$ cat config.mk
export PLATFORM = sky130hd
export DESIGN_NAME = dsp_mac_sequencer_flat
export DESIGN_NICKNAME = d
export VERILOG_FILES = /design/src/rtl/dsp_mac_sequencer_pkg.sv /design/src/rtl/dsp_mac_sequencer_if.sv /design/src/rtl/dsp_mac_sequencer_ce_pipe.sv /design/src/rtl/dsp_mac_sequencer.sv /design/src/flat_wrapper.sv
export SDC_FILE = /design/constraint.sdc
export NUM_CORES = 1
export LEC_CHECK = 0
export ABC_AREA = 1
export BUFFER_PORTS_ARGS = -buffer_cell sky130_fd_sc_hd__buf_4
export CAP_MARGIN = 10
export CELL_PAD_IN_SITES_DETAIL_PLACEMENT = 0
export CELL_PAD_IN_SITES_GLOBAL_PLACEMENT = 1
export CORE_MARGIN = 8
export CORE_UTILIZATION = 25
export CTS_CLUSTER_DIAMETER = 80
export CTS_CLUSTER_SIZE = 16
export DETAILED_ROUTE_END_ITERATION = 6
export PLACE_DENSITY = 0.86
export SETUP_SLACK_MARGIN = 0.3
export SYNTH_ARGS = -nofsm -noshare
export SYNTH_HDL_FRONTEND = slang
export SYNTH_SLANG_ARGS = --single-unit
$ cat constraint.sdc
create_clock -name clk -period 2.7 [get_ports clk]
set_clock_uncertainty 0.1 [all_clocks]
set_input_delay 0 -clock clk [delete_from_list [all_inputs] [get_ports clk]]
set_output_delay 0 -clock clk [all_outputs]
set_load 0.01 [all_outputs]
$ cat src/rtl/dsp_mac_sequencer_pkg.sv
// dsp_mac_seq_pkg: shared types and constants for the DSP48A1 MAC sequencer.
//   state_t      - sequencer FSM states
//   OPM_*        - OPMODE encodings for the slice (X = M, Z = 0 or P)
//   PIPE_LAT     - cycles from the last operand accept to a valid result
//   make_opmode  - builds the OPMODE word for one element
package dsp_mac_seq_pkg;

  typedef enum logic [1:0] {IDLE, STREAM, DRAIN, RESULT} state_t;

  localparam logic [7:0] OPM_FIRST   = 8'h01;  // X = M, Z = 0
  localparam logic [7:0] OPM_ACC     = 8'h09;  // X = M, Z = P
  localparam int         OPM_SUB_BIT = 7;      // post-adder subtract
  localparam int         PIPE_LAT    = 3;

  // Pre-adder and carry-in bits stay 0; only the subtract bit varies.
  function automatic logic [7:0] make_opmode(input logic first, input logic sub);
    logic [7:0] opm;
    opm = first ? OPM_FIRST : OPM_ACC;
    opm[OPM_SUB_BIT] = sub;
    return opm;
  endfunction

endpackage

$ cat src/rtl/dsp_mac_sequencer_if.sv
// dsp_mac_sequencer_if: fabric-side handshakes of the MAC sequencer.
//   cmd_*  - dot-product command (length, subtract mode)
//   s_*    - operand pair stream
//   r_*    - accumulated result
// Modports: slave = sequencer, master = fabric driving it.
interface dsp_mac_sequencer_if #(
  parameter int WIDTH_2 = 18,
  parameter int WIDTH_4 = 48,
  parameter int LEN_W   = 8
);
  logic               cmd_valid;
  logic               cmd_ready;
  logic [LEN_W-1:0]   cmd_len;
  logic               cmd_sub;
  logic               s_valid;
  logic               s_ready;
  logic [WIDTH_2-1:0] s_a;
  logic [WIDTH_2-1:0] s_b;
  logic               r_valid;
  logic               r_ready;
  logic [WIDTH_4-1:0] r_data;
  logic               r_carry;

  modport slave (
    input  cmd_valid, cmd_len, cmd_sub, s_valid, s_a, s_b, r_ready,
    output cmd_ready, s_ready, r_valid, r_data, r_carry
  );

  modport master (
    output cmd_valid, cmd_len, cmd_sub, s_valid, s_a, s_b, r_ready,
    input  cmd_ready, s_ready, r_valid, r_data, r_carry
  );
endinterface

$ cat src/rtl/dsp_mac_sequencer_ce_pipe.sv
// dsp_ce_pipe: two-stage shift of {accept, first, sub} that times the slice
// enables behind each operand accept.
//   accept/first/sub  in  - accept strobe, first-element flag, subtract mode
//   ce_opmode, ce_m   out - one cycle after the accept (M and OPMODE regs)
//   ce_p, ce_carryin  out - two cycles after the accept (P and CARRYOUT regs)
//   opmode            out - OPMODE word aligned with ce_opmode, else 0
import dsp_mac_seq_pkg::*;

module dsp_ce_pipe (
  input  logic       clk,
  input  logic       rst_n,
  input  logic       accept,
  input  logic       first,
  input  logic       sub,
  output logic       ce_opmode,
  output logic       ce_m,
  output logic       ce_p,
  output logic       ce_carryin,
  output logic [7:0] opmode
);
  logic acc1_reg, first1_reg, sub1_reg, acc2_reg;

  always_ff @(posedge clk or negedge rst_n) begin
    if (!rst_n) begin
      acc1_reg   <= 1'b0;
      first1_reg <= 1'b0;
      sub1_reg   <= 1'b0;
      acc2_reg   <= 1'b0;
    end else begin
      acc1_reg   <= accept;
      first1_reg <= first;
      sub1_reg   <= sub;
      acc2_reg   <= acc1_reg;
    end
  end

  // A stream bubble leaves a 0 in the shift, so every stage simply holds.
  assign ce_opmode  = acc1_reg;
  assign ce_m       = acc1_reg;
  assign ce_p       = acc2_reg;
  assign ce_carryin = acc2_reg;
  assign opmode     = acc1_reg ? make_opmode(first1_reg, sub1_reg) : 8'h00;

endmodule

$ cat src/rtl/dsp_mac_sequencer.sv
// dsp_mac_sequencer: command-driven initiator for one DSP48A1 slice computing
// (+/-) sum(A*B) over a stream of operand pairs.
//   clk, rst_n          - clock, asynchronous active-low reset
//   bus (slave)         - command, operand stream and result handshakes
//   dsp_a, dsp_b        - slice A/B, passed straight from the stream
//   dsp_opmode, dsp_ce* - slice OPMODE and clock enables
//   dsp_p, dsp_carryout - slice P/CARRYOUT read back as the result
// Slice setup assumed: A1/B1/OPMODE/M/P/CARRYOUT registers on, A0/B0 off,
// direct B input, carry-in from OPMODE[5], C/D/PCIN tied to 0.
import dsp_mac_seq_pkg::*;

module dsp_mac_sequencer #(
  parameter int WIDTH_2 = 18,
  parameter int WIDTH_4 = 48,
  parameter int LEN_W   = 8
) (
  input  logic               clk,
  input  logic               rst_n,
  dsp_mac_sequencer_if.slave bus,
  output logic [WIDTH_2-1:0] dsp_a,
  output logic [WIDTH_2-1:0] dsp_b,
  output logic [7:0]         dsp_opmode,
  output logic               dsp_cea,
  output logic               dsp_ceb,
  output logic               dsp_ceopmode,
  output logic               dsp_cem,
  output logic               dsp_cep,
  output logic               dsp_cecarryin,
  input  logic [WIDTH_4-1:0] dsp_p,
  input  logic               dsp_carryout
);
  // DRAIN covers the two cycles between the last accept and P capture.
  localparam logic [1:0] DRAIN_LAST = 2'(PIPE_LAT - 2);

  state_t           state_reg;
  logic [LEN_W-1:0] len_reg;
  logic [LEN_W-1:0] cnt_reg;
  logic [1:0]       drain_reg;
  logic             sub_reg;
  logic             zero_reg;
  logic             cmd_ready_reg;
  logic             s_ready_reg;
  logic             r_valid_reg;
  logic             accept;

  assign accept = s_ready_reg && bus.s_valid;

  always_ff @(posedge clk or negedge rst_n) begin
    if (!rst_n) begin
      state_reg     <= IDLE;
      len_reg       <= '0;
      cnt_reg       <= '0;
      drain_reg     <= '0;
      sub_reg       <= 1'b0;
      zero_reg      <= 1'b0;
      cmd_ready_reg <= 1'b1;
      s_ready_reg   <= 1'b0;
      r_valid_reg   <= 1'b0;
    end else begin
      case (state_reg)
        IDLE: begin
          if (bus.cmd_valid) begin
            len_reg       <= bus.cmd_len;
            sub_reg       <= bus.cmd_sub;
            cnt_reg       <= '0;
            cmd_ready_reg <= 1'b0;
            if (bus.cmd_len == '0) begin
              zero_reg    <= 1'b1;
              r_valid_reg <= 1'b1;
              state_reg   <= RESULT;
            end else begin
              zero_reg    <= 1'b0;
              s_ready_reg <= 1'b1;
              state_reg   <= STREAM;
            end
          end
        end
        STREAM: begin
          if (accept) begin
            cnt_reg <= cnt_reg + LEN_W'(1);
            if (cnt_reg == len_reg - LEN_W'(1)) begin
              s_ready_reg <= 1'b0;
              drain_reg   <= '0;
              state_reg   <= DRAIN;
            end
          end
        end
        DRAIN: begin
          if (drain_reg == DRAIN_LAST) begin
            r_valid_reg <= 1'b1;
            state_reg   <= RESULT;
          end else begin
            drain_reg <= drain_reg + 2'd1;
          end
        end
        RESULT: begin
          if (bus.r_ready) begin
            r_valid_reg   <= 1'b0;
            cmd_ready_reg <= 1'b1;
            zero_reg      <= 1'b0;
            state_reg     <= IDLE;
          end
        end
        default: state_reg <= IDLE;
      endcase
    end
  end

  assign bus.cmd_ready = cmd_ready_reg;
  assign bus.s_ready   = s_ready_reg;
  assign bus.r_valid   = r_valid_reg;
  // Gated by r_valid so the result port reads 0 outside RESULT.
  assign bus.r_data    = (r_valid_reg && !zero_reg) ? dsp_p : '0;
  assign bus.r_carry   = r_valid_reg && !zero_reg && dsp_carryout;

  assign dsp_a   = s_ready_reg ? bus.s_a : '0;
  assign dsp_b   = s_ready_reg ? bus.s_b : '0;
  assign dsp_cea = accept;
  assign dsp_ceb = accept;

  dsp_ce_pipe u_ce_pipe (
    .clk        (clk),
    .rst_n      (rst_n),
    .accept     (accept),
    .first      (cnt_reg == '0),
    .sub        (sub_reg),
    .ce_opmode  (dsp_ceopmode),
    .ce_m       (dsp_cem),
    .ce_p       (dsp_cep),
    .ce_carryin (dsp_cecarryin),
    .opmode     (dsp_opmode)
  );

endmodule

$ cat src/flat_wrapper.sv
// flat-port wrapper written by rule: the top's interface ports become plain ports
module dsp_mac_sequencer_flat 
#(
  parameter int WIDTH_2 = 18,
  parameter int WIDTH_4 = 48,
  parameter int LEN_W   = 8
)
  (clk, rst_n, dsp_a, dsp_b, dsp_opmode, dsp_cea, dsp_ceb, dsp_ceopmode, dsp_cem, dsp_cep, dsp_cecarryin, dsp_p, dsp_carryout, bus_cmd_valid, bus_cmd_len, bus_cmd_sub, bus_s_valid, bus_s_a, bus_s_b, bus_r_ready, bus_cmd_ready, bus_s_ready, bus_r_valid, bus_r_data, bus_r_carry);
  dsp_mac_sequencer_if #(.WIDTH_2(WIDTH_2), .WIDTH_4(WIDTH_4), .LEN_W(LEN_W)) bus_i ();
  input  logic clk;
  input  logic rst_n;
  output logic [WIDTH_2-1:0] dsp_a;
  output logic [WIDTH_2-1:0] dsp_b;
  output logic [7:0] dsp_opmode;
  output logic dsp_cea;
  output logic dsp_ceb;
  output logic dsp_ceopmode;
  output logic dsp_cem;
  output logic dsp_cep;
  output logic dsp_cecarryin;
  input  logic [WIDTH_4-1:0] dsp_p;
  input  logic dsp_carryout;
  input wire logic [$bits(bus_i.cmd_valid)-1:0] bus_cmd_valid;
  input wire logic [$bits(bus_i.cmd_len)-1:0] bus_cmd_len;
  input wire logic [$bits(bus_i.cmd_sub)-1:0] bus_cmd_sub;
  input wire logic [$bits(bus_i.s_valid)-1:0] bus_s_valid;
  input wire logic [$bits(bus_i.s_a)-1:0] bus_s_a;
  input wire logic [$bits(bus_i.s_b)-1:0] bus_s_b;
  input wire logic [$bits(bus_i.r_ready)-1:0] bus_r_ready;
  output wire logic [$bits(bus_i.cmd_ready)-1:0] bus_cmd_ready;
  output wire logic [$bits(bus_i.s_ready)-1:0] bus_s_ready;
  output wire logic [$bits(bus_i.r_valid)-1:0] bus_r_valid;
  output wire logic [$bits(bus_i.r_data)-1:0] bus_r_data;
  output wire logic [$bits(bus_i.r_carry)-1:0] bus_r_carry;
  assign bus_i.cmd_valid = bus_cmd_valid;
  assign bus_i.cmd_len = bus_cmd_len;
  assign bus_i.cmd_sub = bus_cmd_sub;
  assign bus_i.s_valid = bus_s_valid;
  assign bus_i.s_a = bus_s_a;
  assign bus_i.s_b = bus_s_b;
  assign bus_i.r_ready = bus_r_ready;
  assign bus_cmd_ready = bus_i.cmd_ready;
  assign bus_s_ready = bus_i.s_ready;
  assign bus_r_valid = bus_i.r_valid;
  assign bus_r_data = bus_i.r_data;
  assign bus_r_carry = bus_i.r_carry;
  dsp_mac_sequencer #(.WIDTH_2(WIDTH_2), .WIDTH_4(WIDTH_4), .LEN_W(LEN_W)) u_core (.clk(clk), .rst_n(rst_n), .bus(bus_i), .dsp_a(dsp_a), .dsp_b(dsp_b), .dsp_opmode(dsp_opmode), .dsp_cea(dsp_cea), .dsp_ceb(dsp_ceb), .dsp_ceopmode(dsp_ceopmode), .dsp_cem(dsp_cem), .dsp_cep(dsp_cep), .dsp_cecarryin(dsp_cecarryin), .dsp_p(dsp_p), .dsp_carryout(dsp_carryout));
endmodule
==> results.toml, run 1 <==
[worst_setup_path]
arrival_ns = 2.21
path_common_cell = "nand2_1"
slowest_stage = "dfrtp_1"
reg2reg_depth = 13
critPathLaunchType = "register"
cp_max_fo = 6
cp_num_buf_inv = 1
crit_path_end_kind = "register"
worstPathRequired_ns = 2.77
cp_num_cells = 13
critPathMaxStageDelay_ns = 0.39
cp_top_family = "simple AND/OR/NAND/NOR gates"
path_cells = "inv_1, ha_1, nand2_1, nor2_1, nand2_1, nand2_1, nand3_1, nand2_1, nand3_1, nand2_1, nand2_1, nand2_1, nand2_1"
critical_path_class = "register to register"

[synthesis]
syn-cell-area_um2 = 2440
syn_area_per_cell_um2 = 5.87
synthArstFlopShare = 1.00
netlist_instances = 415
synthFlopType = "dfrtp_1"
synth_seq_area_share = 0.298
synth_enable_flop_cells = 0
synth.distinct_cells = 30
ys_ff_latch = 29
ys_warn_count = 0

[finish]
stdcell_count = 749
antenna_cells = 0
nets = 722
final_area_um2 = 4180
drive_above_1_share = 0.351
area.growth.synth_to_final_pct = 71.8
mostFrequentLayoutCell = "buf_4"
final_cell_mix = "197 x buf_4, 121 x inv_1, 100 x nand2_1"

[placement]
place_congestion = 0.819
place_ws_ns = 0.607
place_hpwl_mm = 8.42
dp.cells = 730
portBuffers = 195
placed_area_um2 = 3990

[clock_tree]
cts_tree = "built"
root_buffer = "clkbuf_8"
cts_resized = 0
clk_pin_slew_ns = 0.06
htree_num_levels = 2
cts_buffer_depth = 2
cts_buffers = 5
cts.sinks = 29
clock_latency_ns = 0.28
hold_buffers = 11
post-cts-setup-buffers = 0

[die]
row_count = 36
core_area_um2 = 9590
die_h_um = 115
die_w_um = 115
ios = 201
dieArea_um2 = 13200
initial_core_util = 0.254

[drt]
dr.first_iter.drc_count = 176
first_pass_iters = 5
drc = 0
viasPerCell = 4.06
finalWirelength_mm = 10.0
wl_per_cell_um = 13.4
ant_nets = 0
dr_total_vias = 3038

[flow_run]
cap_violations = 0

[sta]
tightest_slew_ns = 0.582
setup-violations-final = 0
rsz0062_at_grt = "false"
finalCritPeriodShare = 0.790
finalHoldViolations = 0
relSlewSlack = 0.609
max_freq_ghz = 0.469
fin_ws_ns = 0.568
finalSetupTns_ns = 0
maxSlewViolCount = 0
period_minus_slack_ns = 2.13

[power_and_ir_drop]
power.switching_mw = 1.31
p_int_mw = 1.55
power.share.clock = 0.122
p_leak_nw = 2.67
powerDensity_nw_per_um2 = 683
p_comb_frac = 0.631
netSwitchingFraction = 0.457
sequentialPowerShare = 0.247
irDropWorstVdd_mv = 0.211

[worst_hold_path]
hold_path_class = "primary input to register"
whs_path_depth = 4

[global_route]
antenna_found_initial = 0
grt_usage = 0.141
grt_max_degree = 50
grt_pass1_vias = 2860
grt_first_pass_wirelength_mm = 14.8
grt_overflow = 0

[run_status]
status = "finished, final reports clean"
-- cells in the mapped netlist (3+ instances only) --
| master | instances | area share |
|---|---|---|
| nand3_1 | 25 | 0.051 |
| nor2_1 | 73 | 0.11 |
| ha_1 | 8 | 0.041 |
| mux2_2 | 3 | 0.014 |
| nor4_1 | 3 | 0.0077 |
| nand2_1 | 100 | 0.15 |
| o21ai_0 | 8 | 0.016 |
| a21oi_1 | 7 | 0.014 |
| clkbuf_1 | 8 | 0.012 |
| xnor2_1 | 3 | 0.011 |
| buf_4 | 9 | 0.028 |
| dfrtp_1 | 28 | 0.29 |
| inv_1 | 121 | 0.19 |
-- layer usage --
layer / GRT usage / vias up / routed length [µm]
li1: - / 1572 / -
met1: 0.146 / 1335 / 3770
met2: 0.268 / 119 / 5220
met3: 0.0385 / 12 / 902
met4: 0.0412 / 0 / 139
met5: 0 / - / 0
-- path summary, 6_finish.rpt --
kind	from	to	slack (ns)
worst max-delay path	u_core.len_reg[0]	u_core.state_reg[1]	0.57
worst min-delay path	bus_cmd_valid	u_core.len_reg[4]	0.07
worst max register to register	u_core.len_reg[0]	u_core.state_reg[1]	0.57
worst min register to register	u_core.sub_reg	u_core.u_ce_pipe.sub1_reg	0.27
max in group asynchronous	rst_n	u_core.bus.cmd_ready	2.11
min in group asynchronous	rst_n	u_core.state_reg[1]	0.08
-- worst min-delay path, stage by stage --
cell,delay (ns)
buf_4,0.10
nand2_4,0.14
nand2_1,0.08
o21ai_0,0.07
-- power groups by stage --
stage | clock network, mW | logic (mW) | registers [mW]
2_1_floorplan | 0 | 1.03 | 0.673
3_3_place_gp | 0 | 1.78 | 0.710
3_5_place_dp | 0 | 1.81 | 0.713
4_1_cts | 0.361 | 1.83 | 0.705
5_1_grt | 0.376 | 2.02 | 0.727
6_report | 0.348 | 1.80 | 0.706
-- stage by stage --
step / hold slack (ns) / total power, mW / util
global placement: -0.151 / 2.49 / 0.416
detailed placement: -0.147 / 2.52 / 0.416
finish: 0.0671 / 2.86 / 0.436
global route: 0.0867 / 3.12 / 0.436
CTS: 0.0625 / 2.89 / 0.436
floorplan: -0.396 / 1.70 / -
-- cell families (layout without fill, tap and decap cells) --
kind of cell | after synthesis | in the layout | share of synthesized area
AND/OR/NAND/NOR | 211 | 211 | 0.358
flip-flops | 29 | 29 | 0.298
adder cells (fa/ha/maj) | 8 | 8 | 0.0411
AO/OA/AOI/OAI | 20 | 20 | 0.0467
other | 1 | 5 | 0.00154
buffers and inverters | 140 | 337 | 0.230
multiplexers | 3 | 3 | 0.0139
XOR/XNOR | 3 | 3 | 0.0108
-- layout make-up --
class	count	area (µm²)
flip-flops and latches	29	727
clock inverters	2	10.0
repair buffers	208	1590
inverters	121	454
fillers	1003	5410
well taps	133	166
multi-input cells	250	1160
clock buffers	6	72.6
(Power assumes the default switching activity.)
==> inputs of run 2 (changes only) <==
CORE_UTILIZATION = 24   (was 25)
PLACE_DENSITY = 0.83   (was 0.86)
clock period = 1.99 ns   (was 2.7 ns; I/O delays follow)
==> results.toml, run 2 (synthesis gave the netlist of run 1 again) <==
[finish]
mostFrequentLayoutCell = "buf_4"
drive_above_1_share = 0.414
area.growth.synth_to_final_pct = 84.0
final_cell_mix = "216 x buf_4, 114 x inv_1, 94 x nand2_1"
nFillCells = 994
nets = 742
antenna_cells = 0
final_area_um2 = 4480

[drt]
dr.first_iter.drc_count = 149
wl_per_cell_um = 14.0
first_pass_iters = 4
viasPerCell = 4.05
dr_total_vias = 3116
drc = 0
finalWirelength_mm = 10.7
ant_nets = 0

[clock_tree]
root_buffer = "clkbuf_8"
cts.sinks = 29
cts_buffers = 5
htree_num_levels = 2
cts_buffer_depth = 2
cts_tree = "built"
clock_latency_ns = 0.29
clk_pin_slew_ns = 0.06

[flow_run]
cap_violations = 0

[worst_setup_path]
critPathMaxStageDelay_ns = 0.45
cp_max_fo = 4
slowest_stage = "dfrtp_2"
worstPathRequired_ns = 2.11
crit_path_end_kind = "register"
critPathLaunchType = "register"
critical_path_class = "register to register"
cp_top_family = "simple AND/OR/NAND/NOR gates"
arrival_ns = 1.91
path_common_cell = "nand2_1"
path_cells = "inv_2, ha_4, nand2_4, o21ai_4, nand2_2, nor2_2, nand2_1, nor3b_2, nand2_1, nand2_1, nand2_1, nor2_1"
cp_num_buf_inv = 1

[sta]
finalHoldViolations = 0
tightest_slew_ns = 0.623
maxSlewViolCount = 0
relSlewSlack = 0.581
period_minus_slack_ns = 1.79
timing.hold.ws_ns = 0.0293
finalCritPeriodShare = 0.901
rsz0062_at_grt = "true"
max_freq_ghz = 0.558
setup-violations-final = 0
fin_ws_ns = 0.198
finalSetupTns_ns = 0

[power_and_ir_drop]
p_leak_nw = 2.79
irDropWorstVdd_mv = 0.346
powerDensity_nw_per_um2 = 998
total_power_mw = 4.48

[global_route]
grt_pass1_vias = 2897
grt_max_degree = 50
grt_overflow = 0
grt_first_pass_wirelength_mm = 14.6
grt_usage = 0.138
antenna_found_initial = 0

[placement]
portBuffers = 195
place_ws_ns = 0.0768
place_congestion = 0.855
place_hpwl_mm = 8.61
placed_area_um2 = 4040

[die]
initial_core_util = 0.248
ios = 201
die_h_um = 117
core_area_um2 = 9820
dieArea_um2 = 13600
die_w_um = 117
row_count = 36

[worst_hold_path]
hold_path_class = "primary input to register"

[run_status]
status = "finished, final reports clean"
==> run 2: routing by layer <==
layer | wire length [µm] | vias up | share of wire | global-route usage
met1 | 3830 | 1371 | 0.36 | 0.144
met2 | 5910 | 123 | 0.55 | 0.266
met3 | 855 | 9 | 0.080 | 0.0357
li1 | - | 1613 | - | -
met5 | 0 | - | 0 | 0
met4 | 137 | 0 | 0.013 | 0.0358
==> run 2: tightest hold or removal path, delay by kind of cell <==
kind / cells / cell delay [ns]
compound gates: 1 / 0.08
buf+inv: 1 / 0.09
simple gates: 2 / 0.20
==> run 2: where the power goes <==
part           internal (mW)  total [mW]  switching (mW)
registers              0.778       0.976           0.198
logic                   1.38        2.96            1.57
clock network          0.312       0.544           0.232
total                   2.47        4.48            2.00
==> run 2: cell type report <==
type                       instances  area, µm²  share of cell area
timing repair buffer             228       1740               0.389
multi-input combinational        250       1290               0.287
sequential                        29        728               0.162
inverter                         121        457               0.102
tap                              133        166              0.0371
clock buffer                       7       96.3              0.0215
clock inverter                     1       5.00             0.00112
==> run 2: worst paths after layout <==
kind / endpoint / depth (start not counted) / slack (ns) / start
setup reg to reg: u_core.cnt_reg[7] / 12 / 0.20 / u_core.state_reg[0]
max in group asynchronous: u_core.bus.cmd_ready / 2 / 1.39 / rst_n
hold reg to reg: u_core.u_ce_pipe.sub1_reg / 0 / 0.27 / u_core.sub_reg
hold / removal: u_core.zero_reg / 4 / 0.03 / bus_cmd_len[0]
setup / recovery: u_core.cnt_reg[7] / 12 / 0.20 / u_core.state_reg[0]
min in group asynchronous: u_core.len_reg[0] / 2 / 0.07 / rst_n
==> run 2: what timing repair did <==
action                                  in CTS  in global routing
gates resized for setup                     14                 16
endpoints found under the setup margin       9                 12
pin swaps                                   12                 17
buffers inserted                            11                  7
hold endpoints to repair                    39                  0
hold buffers                                11                  0
==> run 2: metrics by stage <==
step,util,std cells
after global routing,0.457,769
after floorplan,-,419
after global placement,0.411,732
after CTS,0.445,762
after detailed placement,0.411,732
final,0.457,769
==> inputs of run 3 (changes only) <==
CORE_UTILIZATION = 22   (was 24)
PLACE_DENSITY = 0.8   (was 0.83)
clock period = 1.59 ns   (was 1.99 ns; I/O delays follow)
==> results.toml, run 3 (synthesis gave the netlist of run 1 again) <==
[finish]
drive_above_1_share = 0.679
final_cell_mix = "146 x buf_4, 100 x buf_6, 74 x inv_1"
antenna_cells = 0
multi_input_area_um2 = 2060
regArea_um2 = 731
post-route-util = 0.583
mostFrequentLayoutCell = "buf_4"
final_area_um2 = 6320
area.growth.synth_to_final_pct = 160
nets = 791
nFillCells = 877

[clock_tree]
htree_num_levels = 2
cts_buffer_depth = 2
cts_tree = "built"
root_buffer = "clkbuf_8"
clock_latency_ns = 0.28
cts_buffers = 5
clk_pin_slew_ns = 0.06
cts.sinks = 29

[drt]
dr.first_iter.drc_count = 125
finalWirelength_mm = 14.1
wl_per_cell_um = 17.1
viasPerCell = 4.35
first_pass_iters = 4
ant_nets = 0
drc = 0
dr_total_vias = 3587

[run_status]
status = "complete, but fails checks"
violations = "setup timing"

[sta]
finalSetupTns_ns = -2.91
rsz0062_at_grt = "true"
maxSlewViolCount = 0
timing.hold.ws_ns = 0.0456
finalCritPeriodShare = 1.11
finalHoldViolations = 0
period_minus_slack_ns = 1.77
setup-violations-final = 25
max_freq_ghz = 0.565
fin_ws_ns = -0.181

[global_route]
grt_overflow = 0
grt_usage = 0.164
grt_first_pass_wirelength_mm = 19.1
grt_pass1_vias = 3514
antenna_found_initial = 0
grt_max_degree = 39

[die]
die_w_um = 121
dieArea_um2 = 14700
row_count = 38
core_area_um2 = 10800
ios = 201
initial_core_util = 0.225
die_h_um = 121

[worst_setup_path]
r2r_setup_slack_ns = -0.18
critPathLaunchType = "register"
critical_path_class = "register to register"
cp_max_fo = 6
arrival_ns = 1.85
worstPathRequired_ns = 1.67
crit_path_end_kind = "register"

[placement]
place_congestion = 0.873
place_hpwl_mm = 9.16
portBuffers = 195
place_ws_ns = -0.266
placed_area_um2 = 4320

[power_and_ir_drop]
p_leak_nw = 3.33
irDropWorstVdd_mv = 0.907
powerDensity_nw_per_um2 = 1350

[worst_hold_path]
hold_path_class = "primary input to register"

[flow_run]
cap_violations = 0
==> run 3: repair_timing <==
| action | in CTS | in global routing |
|---|---|---|
| hold buffers | 10 | 0 |
| endpoints found under the setup margin | 111 | 111 |
| pin swaps | 25 | 43 |
| setup buffers | 14 | 11 |
| resized for setup | 196 | 193 |
| hold endpoints to repair | 38 | 0 |
| cloned | 8 | 4 |
==> run 3: worst max-delay path, cell delays in order (launching register included) <==
cell and delay, ns:
dfrtp_1 0.39, inv_2 0.08, ha_4 0.15, nand2_4 0.06, nor2_4 0.13, nand2_1 0.07, nand2_1 0.07, nand3_2 0.08
nor2_2 0.12, nand3_2 0.12, nand2_4 0.13, nand2_2 0.06, nand2_1 0.07, nand2_1 0.05
==> run 3: path summary, 6_finish.rpt <==
check                                        from                   endpoint  cells past startpoint
worst max register to register  u_core.len_reg[0]        u_core.drain_reg[0]                     13
max in group asynchronous                   rst_n       u_core.bus.cmd_ready                      2
min in group asynchronous                   rst_n          u_core.cnt_reg[3]                      2
worst max-delay path            u_core.len_reg[0]        u_core.drain_reg[0]                     13
worst min-delay path                  bus_s_valid      u_core.u_ce_pipe.ce_m                      4
worst min register to register     u_core.sub_reg  u_core.u_ce_pipe.sub1_reg                      0
==> run 3: layout make-up <==
cell class | instances | share of cell area
repair buffers | 277 | 0.443
multi-input cells | 250 | 0.326
flip-flops and latches | 29 | 0.116
inverters | 121 | 0.0722
well taps | 140 | 0.0277
clock buffers | 7 | 0.0152
clock inverters | 1 | 0.000791
==> run 3: metal layers <==
layer | part of all wire | global-route usage
met1 | 0.34 | 0.168
met2 | 0.57 | 0.319
met3 | 0.063 | 0.0382
met4 | 0.020 | 0.0532
met5 | 0 | 0
==> run 3: where the power goes <==
group          switching, mW  internal (mW)  leakage (nW)
Clock                  0.288          0.391        0.0542
Sequential             0.208          0.977         0.355
Combinational           3.15           3.54          2.92
==> run 3: metrics by stage <==
step                      cells  power (mW)
after CTS                   810        7.74
after global placement      770        4.78
after floorplan             419        3.05
final                       825        8.55
after detailed placement    770        4.85
after global routing        825        9.07
